$ cat config.mk
export PLATFORM = sky130hd
export DESIGN_NAME = mem_port_ctrl
export DESIGN_NICKNAME = d
export VERILOG_FILES = /design/src/rtl/mem_port_pkg.sv /design/src/rtl/mem_wait_timer.sv /design/src/rtl/mem_port_ctrl.sv
export SDC_FILE = /design/constraint.sdc
export NUM_CORES = 1
export LEC_CHECK = 0
export BUFFER_PORTS_ARGS = -buffer_cell sky130_fd_sc_hd__clkbuf_2
export CAP_MARGIN = 30
export CORE_MARGIN = 4
export CORE_UTILIZATION = 47
export CTS_CLUSTER_DIAMETER = 30
export DETAILED_ROUTE_END_ITERATION = 10
export PLACE_DENSITY = 0.77
export SETUP_SLACK_MARGIN = 0.05
export SYNTH_ARGS = -nofsm -noshare
export SYNTH_HDL_FRONTEND = slang
export SYNTH_SLANG_ARGS = --single-unit
export TNS_END_PERCENT = 20
$ cat constraint.sdc
create_clock -name clk -period 2.43 [get_ports clk]
set_clock_uncertainty 0.05 [all_clocks]
set_input_delay 0.243 -clock clk [delete_from_list [all_inputs] [get_ports clk]]
set_output_delay 0.243 -clock clk [all_outputs]
set_load 0.01 [all_outputs]
$ cat src/rtl/mem_port_pkg.sv
// Shared definitions for the multicycle CPU memory port: FSM encodings,
// timeout default, and the opcode field/constants the control FSM decodes.
package mem_port_pkg;

  typedef enum logic [1:0] {
    IDLE = 2'd0,
    BUSY = 2'd1,
    DONE = 2'd2
  } state_t;

  localparam int TIMEOUT_DEF = 255;

  localparam int OP_HI = 31;
  localparam int OP_LO = 26;

  localparam logic [5:0] OP_RTYPE = 6'b000000;
  localparam logic [5:0] OP_LW    = 6'b100011;
  localparam logic [5:0] OP_SW    = 6'b101011;
  localparam logic [5:0] OP_BEQ   = 6'b000100;
  localparam logic [5:0] OP_J     = 6'b000010;

endpackage

$ cat src/rtl/mem_wait_timer.sv
// 8-bit wait counter for an outstanding memory access; flags the cycle in
// which the access has been pending for TIMEOUT cycles.
module mem_wait_timer
  import mem_port_pkg::*;
#(
  parameter int TIMEOUT = TIMEOUT_DEF
) (
  input  logic clk,
  input  logic rst_n,
  input  logic clr,
  input  logic en,
  output logic expired
);

  // cnt holds the number of BUSY cycles already completed, so the
  // TIMEOUT-th pending cycle is the one where cnt == TIMEOUT-1.
  localparam logic [7:0] LAST = 8'(TIMEOUT - 1);

  logic [7:0] cnt;

  always_ff @(posedge clk or negedge rst_n) begin
    if (!rst_n)   cnt <= '0;
    else if (clr) cnt <= '0;
    else if (en)  cnt <= cnt + 8'd1;
  end

  assign expired = en && (cnt == LAST);

endmodule

$ cat src/rtl/mem_port_ctrl.sv
// Memory port controller: request/ack handshake to unified memory, owns IR
// and MDR, and stalls the control FSM until each access completes.
module mem_port_ctrl
  import mem_port_pkg::*;
#(
  parameter int DATA_W  = 32,
  parameter int TIMEOUT = TIMEOUT_DEF
) (
  input  logic              clk,
  input  logic              rst_n,
  input  logic              mem_read,
  input  logic              mem_write,
  input  logic              ior_d,
  input  logic              ir_write,
  input  logic [DATA_W-1:0] pc,
  input  logic [DATA_W-1:0] alu_out,
  input  logic [DATA_W-1:0] b_data,
  output logic              stall,
  output logic [DATA_W-1:0] ir,
  output logic [5:0]        opcode,
  output logic [DATA_W-1:0] mdr,
  output logic              err,
  output logic              m_req,
  output logic              m_we,
  output logic [DATA_W-1:0] m_addr,
  output logic [DATA_W-1:0] m_wdata,
  input  logic [DATA_W-1:0] m_rdata,
  input  logic              m_ack
);

  state_t            state, state_nxt;
  logic              req, misal, we_q, irw_q, expired, busy;
  logic [DATA_W-1:0] addr_sel;

  assign req      = mem_read | mem_write;
  assign addr_sel = ior_d ? alu_out : pc;
  assign misal    = |addr_sel[1:0];
  assign busy     = (state == BUSY);

  mem_wait_timer #(.TIMEOUT(TIMEOUT)) u_timer (
    .clk     (clk),
    .rst_n   (rst_n),
    .clr     (!busy),
    .en      (busy),
    .expired (expired)
  );

  always_ff @(posedge clk or negedge rst_n) begin
    if (!rst_n) state <= IDLE;
    else        state <= state_nxt;
  end

  always_comb begin
    state_nxt = state;
    stall     = 1'b0;
    m_req     = 1'b0;
    case (state)
      IDLE: if (req) begin
        stall     = 1'b1;
        state_nxt = misal ? DONE : BUSY;
      end
      BUSY: begin
        stall = 1'b1;
        m_req = 1'b1;
        if (m_ack || expired) state_nxt = DONE;
      end
      DONE:    state_nxt = IDLE;
      default: state_nxt = IDLE;
    endcase
  end

  // Write wins when both strobes are high; a misaligned address is never
  // latched, so m_addr only ever carries word-aligned values.
  always_ff @(posedge clk or negedge rst_n) begin
    if (!rst_n) begin
      m_addr  <= '0;
      m_wdata <= '0;
      we_q    <= 1'b0;
      irw_q   <= 1'b0;
      ir      <= '0;
      mdr     <= '0;
      err     <= 1'b0;
    end else begin
      case (state)
        IDLE: if (req) begin
          if (misal) begin
            err <= 1'b1;
          end else begin
            m_addr  <= addr_sel;
            m_wdata <= b_data;
            we_q    <= mem_write;
            irw_q   <= ir_write;
          end
        end
        BUSY: begin
          if (m_ack) begin
            if (!we_q) begin
              if (irw_q) ir  <= m_rdata;
              else       mdr <= m_rdata;
            end
          end else if (expired) begin
            err <= 1'b1;
          end
        end
        default: ;
      endcase
    end
  end

  assign m_we   = we_q & busy;
  assign opcode = ir[OP_HI:OP_LO];

endmodule

==> results of run 1 <==
## registers in the layout, indices dropped and copies added, names as in the netlist
signal       flops
mdr             32
err              1
ir              32
m_wdata         32
m_addr          32
state            2
irw_q            1
we_q             1
u_timer.cnt      8
## routing by layer
layer / vias to the layer above / routed length (um) / GRT usage (%)
li1: 1906 / - / -
met1: 2031 / 5420 / 23.23
met2: 193 / 7524 / 37.51
met3: 20 / 1437 / 8.500
met4: 0 / 293 / 8.110
met5: - / 0 / 0
## layout by cell type, fill, tap and decap left out, types with 2 or more instances in the layout
master         instances
clkinvlp_4             2
nor2_1                 8
buf_4                  2
mux2_1                38
o21ai_0                4
ha_1                   2
nor4_1                 2
clkbuf_16             17
or3_1                  3
inv_1                  3
clkinv_2               2
a21oi_1                4
clkbuf_8               6
nand3_1                5
dfrtp_1              141
clkbuf_1               3
buf_12                 6
nor2b_1                3
nand2b_1               2
xor2_1                 2
mux2_2               119
clkbuf_2             271
dlygate4sd3_1         10
## worst register-to-register path, stage by stage, from the launching register on
cell,delay [ns]
dfrtp_1,0.43
or4b_1,0.63
a211oi_4,0.42
buf_12,0.28
mux2_2,0.40
## cell type report
| cell class | count | share of cell area (%) |
|---|---|---|
| flip-flops and latches | 141 | 43.85 |
| multi-input cells | 208 | 26.34 |
| repair buffers | 290 | 19.92 |
| clock buffers | 26 | 6.453 |
| well taps | 168 | 2.612 |
| clock inverters | 5 | 0.6842 |
| inverters | 3 | 0.1399 |
## cells by family (layout without fill, tap and decap cells)
kind of cell	after synthesis	count (layout)	share of synthesized area (%)
adders and majority gates	2	2	0.4306
xor gates and xnor gates	3	3	0.4523
AOI/OAI and AO/OA	14	14	1.572
muxes	157	157	30.43
buffers and inverters	27	324	3.079
DFF	141	141	60.72
and+or+nand+nor	32	32	3.316
## stage by stage
step	hold WS (ns)	cells	utilization, %
after global routing	0.002981	841	66.71
final	0.01518	841	66.71
after CTS	0.00004602	841	66.71
after global placement	0.1479	800	61.12
after detailed placement	0.1559	800	61.12
after floorplan	-0.1026	376	-
## power groups by stage
stage / registers, uW / logic, uW / clock network, uW
final: 3860 / 2820 / 2480
after global routing: 3990 / 3080 / 2650
after CTS: 3860 / 2880 / 2530
after detailed placement: 3880 / 2860 / 0
after global placement: 3820 / 2770 / 0
after floorplan: 4260 / 1010 / 0
## worst max-delay path by stage
stage	startpoint	to	slack, ns
2_1_floorplan	state[0]	m_addr[10]	0.38
3_3_place_gp	state[0]	m_wdata[12]	0.21
3_5_place_dp	state[0]	m_wdata[19]	0.15
4_1_cts	state[0]	m_wdata[19]	0.1
5_1_grt	state[0]	m_wdata[22]	0.05
6_report	state[0]	m_wdata[19]	0.10
==> impl_metrics.py, run 1 <==
metrics = {
    "setup_path": {
        "critPathKind": "reg -> reg",
        "r2r-start": "state[0]",
        "required_ns": 2.67,
        "cp.arrival_ns": 2.56,
        "cp.depth": 4,
        "path_max_fanout": 40,
        "timing.rr.end": "m_wdata[19]",
        "cp_cell_sequence": "or4b_1 > a211oi_4 > buf_12 > mux2_2",
        "slowest_delay_ns": 0.63,
        "cp_slowest_cell": "or4b_1",
        "reg2reg_slack_ns": 0.10,
        "crit_family": "simple AND/OR/NAND/NOR gates",
        "r2r_cells": 4,
        "endpoint_kind": "flip-flop",
        "critPathBufInv": 1,
        "worstSetupStartpointType": "flip-flop",
    },
    "placed_design": {
        "dpl_cell_area_sq_mm": 0.007372,
        "gp_congestion": 0.7930,
        "hpwl_um": 11050,
        "pre_cts_ws_ns": 0.1493,
        "io_buffer_count": 272,
    },
    "power": {
        "p_per_area_mw_per_mm2": 1138,
        "seq_power_share_pct": 42.1,
        "internal-power_uw": 6326,
        "leakage_uw": 0.004051,
        "clockPowerShare_pct": 27.1,
        "ir_drop_mv": 0.7416,
        "swShare_pct": 30.92,
        "p_sw_uw": 2831,
        "p_total_uw": 9157,
        "combPwrFrac_pct": 30.8,
    },
    "min_path": {
        "whs_endpoint": "m_wdata[27]",
        "min_delay_path_depth": 2,
        "min-delay-start": "b_data[27]",
        "hp-class": "in -> reg",
    },
    "yosys": {
        "synth_edf_count": 0,
        "ys_ff_latch": 141,
        "synthesis.nets": 513,
        "netlist_area_sq_mm": 0.005811,
        "synthCells": 376,
        "postSynth.asyncResetShare_pct": 100.0,
        "seq_area_frac_synth_pct": 60.72,
        "synthMostInstantiatedCell": "dfrtp_1",
        "netlist.top_cell.by_area": "dfrtp_1",
        "yosys-top-cells-count": "141 x dfrtp_1, 119 x mux2_2, 38 x mux2_1",
        "synthFlopType": "dfrtp_1",
        "synth_top_cells_by_area": "dfrtp_1 61%, mux2_2 23%, mux2_1 7.4%",
        "netlist.area_leader.share_pct": 60.72,
        "yosys.cell_types.count": 34,
        "yosysWarnings": 0,
        "syn_avg_cell_area_sq_um": 15.45,
    },
    "route": {
        "drc_errors": 0,
        "firstDrtPassIters": 4,
        "routed_via_density": 4.935,
        "detail-route-antenna-nets": 0,
        "drtIter0Drc": 102,
        "wirelength_um": 14680,
        "wl_per_cell_um": 17.45,
        "vias": 4150,
    },
    "final_layout": {
        "num-fill-cells": 870,
        "post-route-cell-area_sq_mm": 0.008046,
        "area_growth_pct": 38.48,
        "regArea_sq_mm": 0.003528,
        "diodes": 0,
        "drive_gt1_share_pct": 63.89,
        "final_nets": 798,
        "multiInputGateArea_sq_mm": 0.002120,
    },
    "floorplanning": {
        "fp.dieW_um": 119.2,
        "core_area_sq_mm": 0.01206,
        "start_util_pct": 48.17,
        "fp.dieArea_sq_mm": 0.01421,
        "row_count": 40,
        "io_pins": 273,
        "die_height_um": 119.2,
    },
    "clocking": {
        "htreeDepth": 4,
        "cts_tree": "built",
        "clk_latency_ns": 0.41,
        "path_clk_slew_ns": 0.05,
        "clockBufferDepth": 2,
        "cts-root-buf": "clkbuf_16",
        "ctsResizeCount": 0,
        "clock-sinks": 141,
        "cts_buffers": 17,
        "postCtsSetupBuffers": 0,
        "cts_hold_buf": 10,
    },
    "global_route": {
        "grt_pass1_wl_um": 23800,
        "grt_start_max_net_pins": 48,
        "grt_pass1_vias": 4599,
        "antenna_found_initial": 0,
        "grt_util_all_layers_pct": 21.41,
        "grt_overflow": 0,
    },
    "sta": {
        "hold_violations": 0,
        "grt_setup_unrepaired": "false",
        "max_slew_margin_pct": 69.19,
        "maxSlewViolCount": 0,
        "fmax_mhz": 429.8,
        "worst_pin_slew_ns": 0.4622,
        "finalCriticalPeriod_ns": 2.326,
        "setup_viol": 0,
        "finalWorstSetupSlack_ns": 0.1036,
        "tns_ns": 0,
        "timing.final.crit_share_pct": 95.74,
    },
    "status": {
        "status": "finished, final reports clean",
    },
    "flow_run": {
        "drv_cap": 0,
    },
}
No activity file was read; power rests on OpenSTA's default activity.
==> inputs of run 2 (changes only) <==
CORE_ASPECT_RATIO = 0.5   (was default)
CTS_CLUSTER_DIAMETER = default   (was 30)
==> impl_metrics.py, run 2 (same netlist as run 1, synthesis figures left out) <==
metrics = {
    "final_layout": {
        "final_cell_mix": "271 x clkbuf_2, 141 x dfrtp_1, 119 x mux2_2",
        "area_growth_pct": 37.34,
        "post-route-util_pct": 66.80,
        "final_common_cell": "clkbuf_2",
        "diodes": 0,
        "drive_gt1_share_pct": 64.95,
        "num-fill-cells": 914,
        "final_nets": 789,
    },
    "status": {
        "status": "finished, final reports clean",
    },
    "global_route": {
        "grt_pass1_vias": 4417,
        "grt_util_all_layers_pct": 19.44,
        "grt_pass1_wl_um": 21820,
        "antenna_found_initial": 0,
        "grt_overflow": 0,
        "grt_start_max_net_pins": 70,
    },
    "sta": {
        "maxSlewViolCount": 0,
        "timing.final.crit_share_pct": 90.39,
        "max_slew_margin_pct": 55.73,
        "fmax_mhz": 455.3,
        "whs_ns": 0.01782,
        "hold_violations": 0,
        "setup_viol": 0,
        "grt_setup_unrepaired": "false",
        "worst_pin_slew_ns": 0.6641,
        "finalCriticalPeriod_ns": 2.197,
        "tns_ns": 0,
    },
    "floorplanning": {
        "fp.dieW_um": 165.2,
        "core_area_sq_mm": 0.01195,
        "fp.dieArea_sq_mm": 0.01431,
        "start_util_pct": 48.64,
        "die_height_um": 86.62,
        "row_count": 28,
        "io_pins": 273,
    },
    "min_path": {
        "whs_endpoint": "m_wdata[24]",
        "min-delay-start": "b_data[24]",
        "min_delay_path_depth": 2,
        "hp-class": "in -> reg",
    },
    "placed_design": {
        "gp_congestion": 0.7342,
        "io_buffer_count": 272,
        "hpwl_um": 10410,
    },
    "route": {
        "top_layer": "met4",
        "routed_via_density": 4.873,
        "detail-route-antenna-nets": 0,
        "vias": 4030,
        "drtIter0Drc": 142,
        "wl_met1_um": 5142,
        "wl_met3_um": 1057,
        "wl_per_cell_um": 16.56,
        "drc_errors": 0,
        "met2WireLength_um": 7364,
        "wirelength_um": 13700,
        "firstDrtPassIters": 4,
    },
    "clocking": {
        "postCtsSetupBuffers": 0,
        "ctsResizeCount": 0,
        "path_clk_slew_ns": 0.06,
        "cts_hold_buf": 1,
        "clk_latency_ns": 0.39,
        "clockBufferDepth": 2,
        "cts_tree": "built",
        "cts-root-buf": "clkbuf_16",
        "cts_buffers": 17,
        "clock-sinks": 141,
        "htreeDepth": 4,
    },
    "setup_path": {
        "required_ns": 2.65,
        "cp_cell_sequence": "or4b_1 > a211oi_4 > buf_12 > mux2_1",
        "cp_slowest_cell": "or4b_1",
        "r2r-start": "state[0]",
        "r2r_cells": 4,
        "reg2reg_slack_ns": 0.23,
        "slowest_delay_ns": 0.61,
        "timing.rr.end": "m_addr[15]",
        "endpoint_kind": "flip-flop",
        "critPathKind": "reg -> reg",
        "worstSetupStartpointType": "flip-flop",
        "path_max_fanout": 36,
        "cp.arrival_ns": 2.41,
    },
    "flow_run": {
        "drv_cap": 0,
    },
    "power": {
        "swShare_pct": 30.26,
        "combPwrFrac_pct": 30.2,
        "clockPowerShare_pct": 28.2,
        "leakage_uw": 0.004029,
        "ir_drop_mv": 0.5710,
        "p_sw_uw": 2798,
        "p_per_area_mw_per_mm2": 1159,
        "seq_power_share_pct": 41.6,
        "internal-power_uw": 6449,
    },
}
-- run 2: final cells by class --
cell class,count,area [sq um],area share (%)
clock inverter,12,173.9,2.179
sequential,141,3528,44.21
inverter,3,11.26,0.1411
clock buffer,17,425.4,5.331
multi-input combinational,208,2120,26.56
timing repair buffer,281,1515,18.99
tap,165,206.4,2.587
-- run 2: per-stage QoR --
step	total power [uW]	std cells	cell area, sq um	setup WS, ns
after floorplan	5271	376	5811	0.3793
after global placement	6583	796	7361	0.3016
after detailed placement	6731	796	7361	0.2386
after CTS	9394	826	7970	0.2379
after global routing	9838	827	7980	0.1716
final	9247	827	7980	0.2335
-- run 2: worst max path at each step --
stage | start | end | slack [ns] | cells past startpoint
after floorplan | state[0] | m_addr[10] | 0.38 | 5
after detailed placement | state[0] | m_addr[15] | 0.24 | 4
after global routing | state[0] | m_wdata[13] | 0.17 | 4
final | state[0] | m_addr[15] | 0.23 | 4
after CTS | state[0] | m_wdata[13] | 0.24 | 4
after global placement | state[0] | m_wdata[9] | 0.30 | 4
-- run 2: critical path, delay by kind of cell, from the launching register on --
kind | cells | cell delay, ns
buffers and inverters | 1 | 0.26
and+or+nand+nor | 1 | 0.61
AOI/OAI and AO/OA | 1 | 0.35
muxes | 1 | 0.36
DFF | 1 | 0.43
-- run 2: per-layer routing --
| metal | track usage, % | vias to the layer above |
|---|---|---|
| met4 | 5.962 | 0 |
| met3 | 5.796 | 10 |
| li1 | - | 1884 |
| met1 | 22.66 | 2003 |
| met5 | 0 | - |
| met2 | 34.91 | 133 |
-- run 2: power by group through the flow --
stage | Clock [uW] | Combinational [uW] | Sequential, uW
2_1_floorplan | 0 | 1010 | 4260
3_3_place_gp | 0 | 2750 | 3830
3_5_place_dp | 0 | 2850 | 3880
4_1_cts | 2680 | 2860 | 3860
5_1_grt | 2820 | 3030 | 3980
6_report | 2610 | 2790 | 3850
==> inputs of run 3 (changes only) <==
==> constraint.sdc (replaced) <==
create_clock -name clk -period 2.43 [get_ports clk]
set_clock_uncertainty 0.05 [all_clocks]
set_input_delay 0.1215 -clock clk [delete_from_list [all_inputs] [get_ports clk]]
set_output_delay 0.1215 -clock clk [all_outputs]
set_load 0.01 [all_outputs]
==> impl_metrics.py, run 3 (same netlist as run 1, synthesis figures left out) <==
metrics = {
    "sta": {
        "timing.final.crit_share_pct": 90.98,
        "whs_ns": 0.01019,
        "maxSlewViolCount": 0,
        "tns_ns": 0,
        "hold_violations": 0,
        "fmax_mhz": 452.3,
        "worst_pin_slew_ns": 0.5373,
        "setup_viol": 0,
        "max_slew_margin_pct": 64.18,
        "grt_setup_unrepaired": "false",
        "finalCriticalPeriod_ns": 2.211,
    },
    "status": {
        "status": "finished, final reports clean",
    },
    "floorplanning": {
        "start_util_pct": 48.64,
        "fp.dieW_um": 165.2,
        "io_pins": 273,
        "die_height_um": 86.62,
        "core_area_sq_mm": 0.01195,
        "fp.dieArea_sq_mm": 0.01431,
        "row_count": 28,
    },
    "power": {
        "seq_power_share_pct": 40.9,
        "ir_drop_mv": 0.6296,
        "combPwrFrac_pct": 30.7,
        "internal-power_uw": 6545,
        "leakage_uw": 0.004296,
        "p_sw_uw": 2872,
        "swShare_pct": 30.50,
        "clockPowerShare_pct": 28.4,
        "p_per_area_mw_per_mm2": 1090,
    },
    "route": {
        "firstDrtPassIters": 4,
        "drc_errors": 0,
        "detail-route-antenna-nets": 0,
        "wl_per_cell_um": 16.73,
        "wirelength_um": 14940,
        "drtIter0Drc": 115,
        "vias": 4340,
        "routed_via_density": 4.860,
    },
    "final_layout": {
        "num-fill-cells": 817,
        "final_common_cell": "clkbuf_2",
        "drive_gt1_share_pct": 59.20,
        "multiInputGateArea_sq_mm": 0.002120,
        "area_growth_pct": 48.62,
        "final_nets": 855,
        "regArea_sq_mm": 0.003528,
        "final_cell_mix": "271 x clkbuf_2, 141 x dfrtp_1, 119 x mux2_2",
        "diodes": 0,
    },
    "clocking": {
        "clk_latency_ns": 0.40,
        "htreeDepth": 4,
        "cts_buffers": 17,
        "clock-sinks": 141,
        "postCtsSetupBuffers": 0,
        "cts-root-buf": "clkbuf_16",
        "ctsResizeCount": 0,
        "clockBufferDepth": 2,
        "cts_tree": "built",
        "path_clk_slew_ns": 0.06,
    },
    "setup_path": {
        "path_max_fanout": 37,
        "critPathKind": "reg -> reg",
        "cp.arrival_ns": 2.44,
        "cp_slowest_cell": "or4b_1",
        "cp_cell_sequence": "or4b_1 > a211oi_4 > buf_12 > mux2_2",
        "slowest_delay_ns": 0.62,
        "worstSetupStartpointType": "flip-flop",
        "required_ns": 2.66,
        "critPathBufInv": 1,
        "crit_family": "simple AND/OR/NAND/NOR gates",
        "endpoint_kind": "flip-flop",
    },
    "min_path": {
        "hp-class": "in -> reg",
    },
    "global_route": {
        "grt_pass1_wl_um": 24210,
        "grt_overflow": 0,
        "antenna_found_initial": 0,
        "grt_pass1_vias": 4937,
        "grt_start_max_net_pins": 60,
        "grt_util_all_layers_pct": 21.67,
    },
    "flow_run": {
        "drv_cap": 0,
    },
    "placed_design": {
        "gp_congestion": 0.7620,
        "io_buffer_count": 272,
        "hpwl_um": 10190,
    },
}
## run 3: cell types whose count changed in the layout (fill, tap and decap cells not counted), sizes merged
cell         change
dlygate4sd3     +65
clkinv           -3
clkinvlp         +2
buf              +1
clkbuf           +1
## run 3: repair_timing
action	in CTS	in global routing
setup endpoints to repair	0	0
hold buffers	67	0
endpoints found under the hold margin	154	0
## run 3: worst min-delay path, cell delays in order
cell and delay (ns):
clkbuf_2 0.07, mux2_2 0.12, mux2_1 0.11
## run 3: cell type report
| class | count | share of cell area [%] |
|---|---|---|
| clock inverters | 11 | 1.970 |
| inverters | 3 | 0.1304 |
| flip-flops and latches | 141 | 40.86 |
| repair buffers | 347 | 25.02 |
| well taps | 165 | 2.391 |
| multi-input cells | 208 | 24.54 |
| clock buffers | 18 | 5.085 |
## run 3: final timing paths
path / to / start / cells past startpoint / slack (ns)
setup / recovery: m_wdata[13] / state[0] / 4 / 0.22
hold / removal: m_addr[10] / alu_out[10] / 3 / 0.01
setup reg to reg: m_wdata[13] / state[0] / 4 / 0.22
hold reg to reg: err / err / 1 / 0.41
max in group asynchronous: m_addr[23] / rst_n / 3 / 1.41
min in group asynchronous: mdr[15] / rst_n / 2 / 0.23
## run 3: metal layers
metal	routed length [um]	track usage, %
met3	985	5.511
met5	0	0
met4	399	9.283
met1	5553	23.33
met2	7998	40.64
## run 3: power groups by stage
stage	logic (uW)	clock network, uW	registers (uW)
after floorplan	1010	0	4260
after global placement	2750	0	3830
after detailed placement	2830	0	3870
after CTS	2920	2740	3850
after global routing	3130	2840	3990
final	2890	2680	3850
## run 3: through the flow
stage / utilization, % / power, uW / instances / area, sq um / setup slack [ns]
4_1_cts: 72.29 / 9511 / 893 / 8636 / 0.2261
3_3_place_gp: 61.57 / 6581 / 797 / 7356 / 0.2951
5_1_grt: 72.29 / 9963 / 893 / 8636 / 0.1777
6_report: 72.29 / 9417 / 893 / 8636 / 0.2191
2_1_floorplan: - / 5271 / 376 / 5811 / 0.3793
3_5_place_dp: 61.57 / 6705 / 797 / 7356 / 0.2408
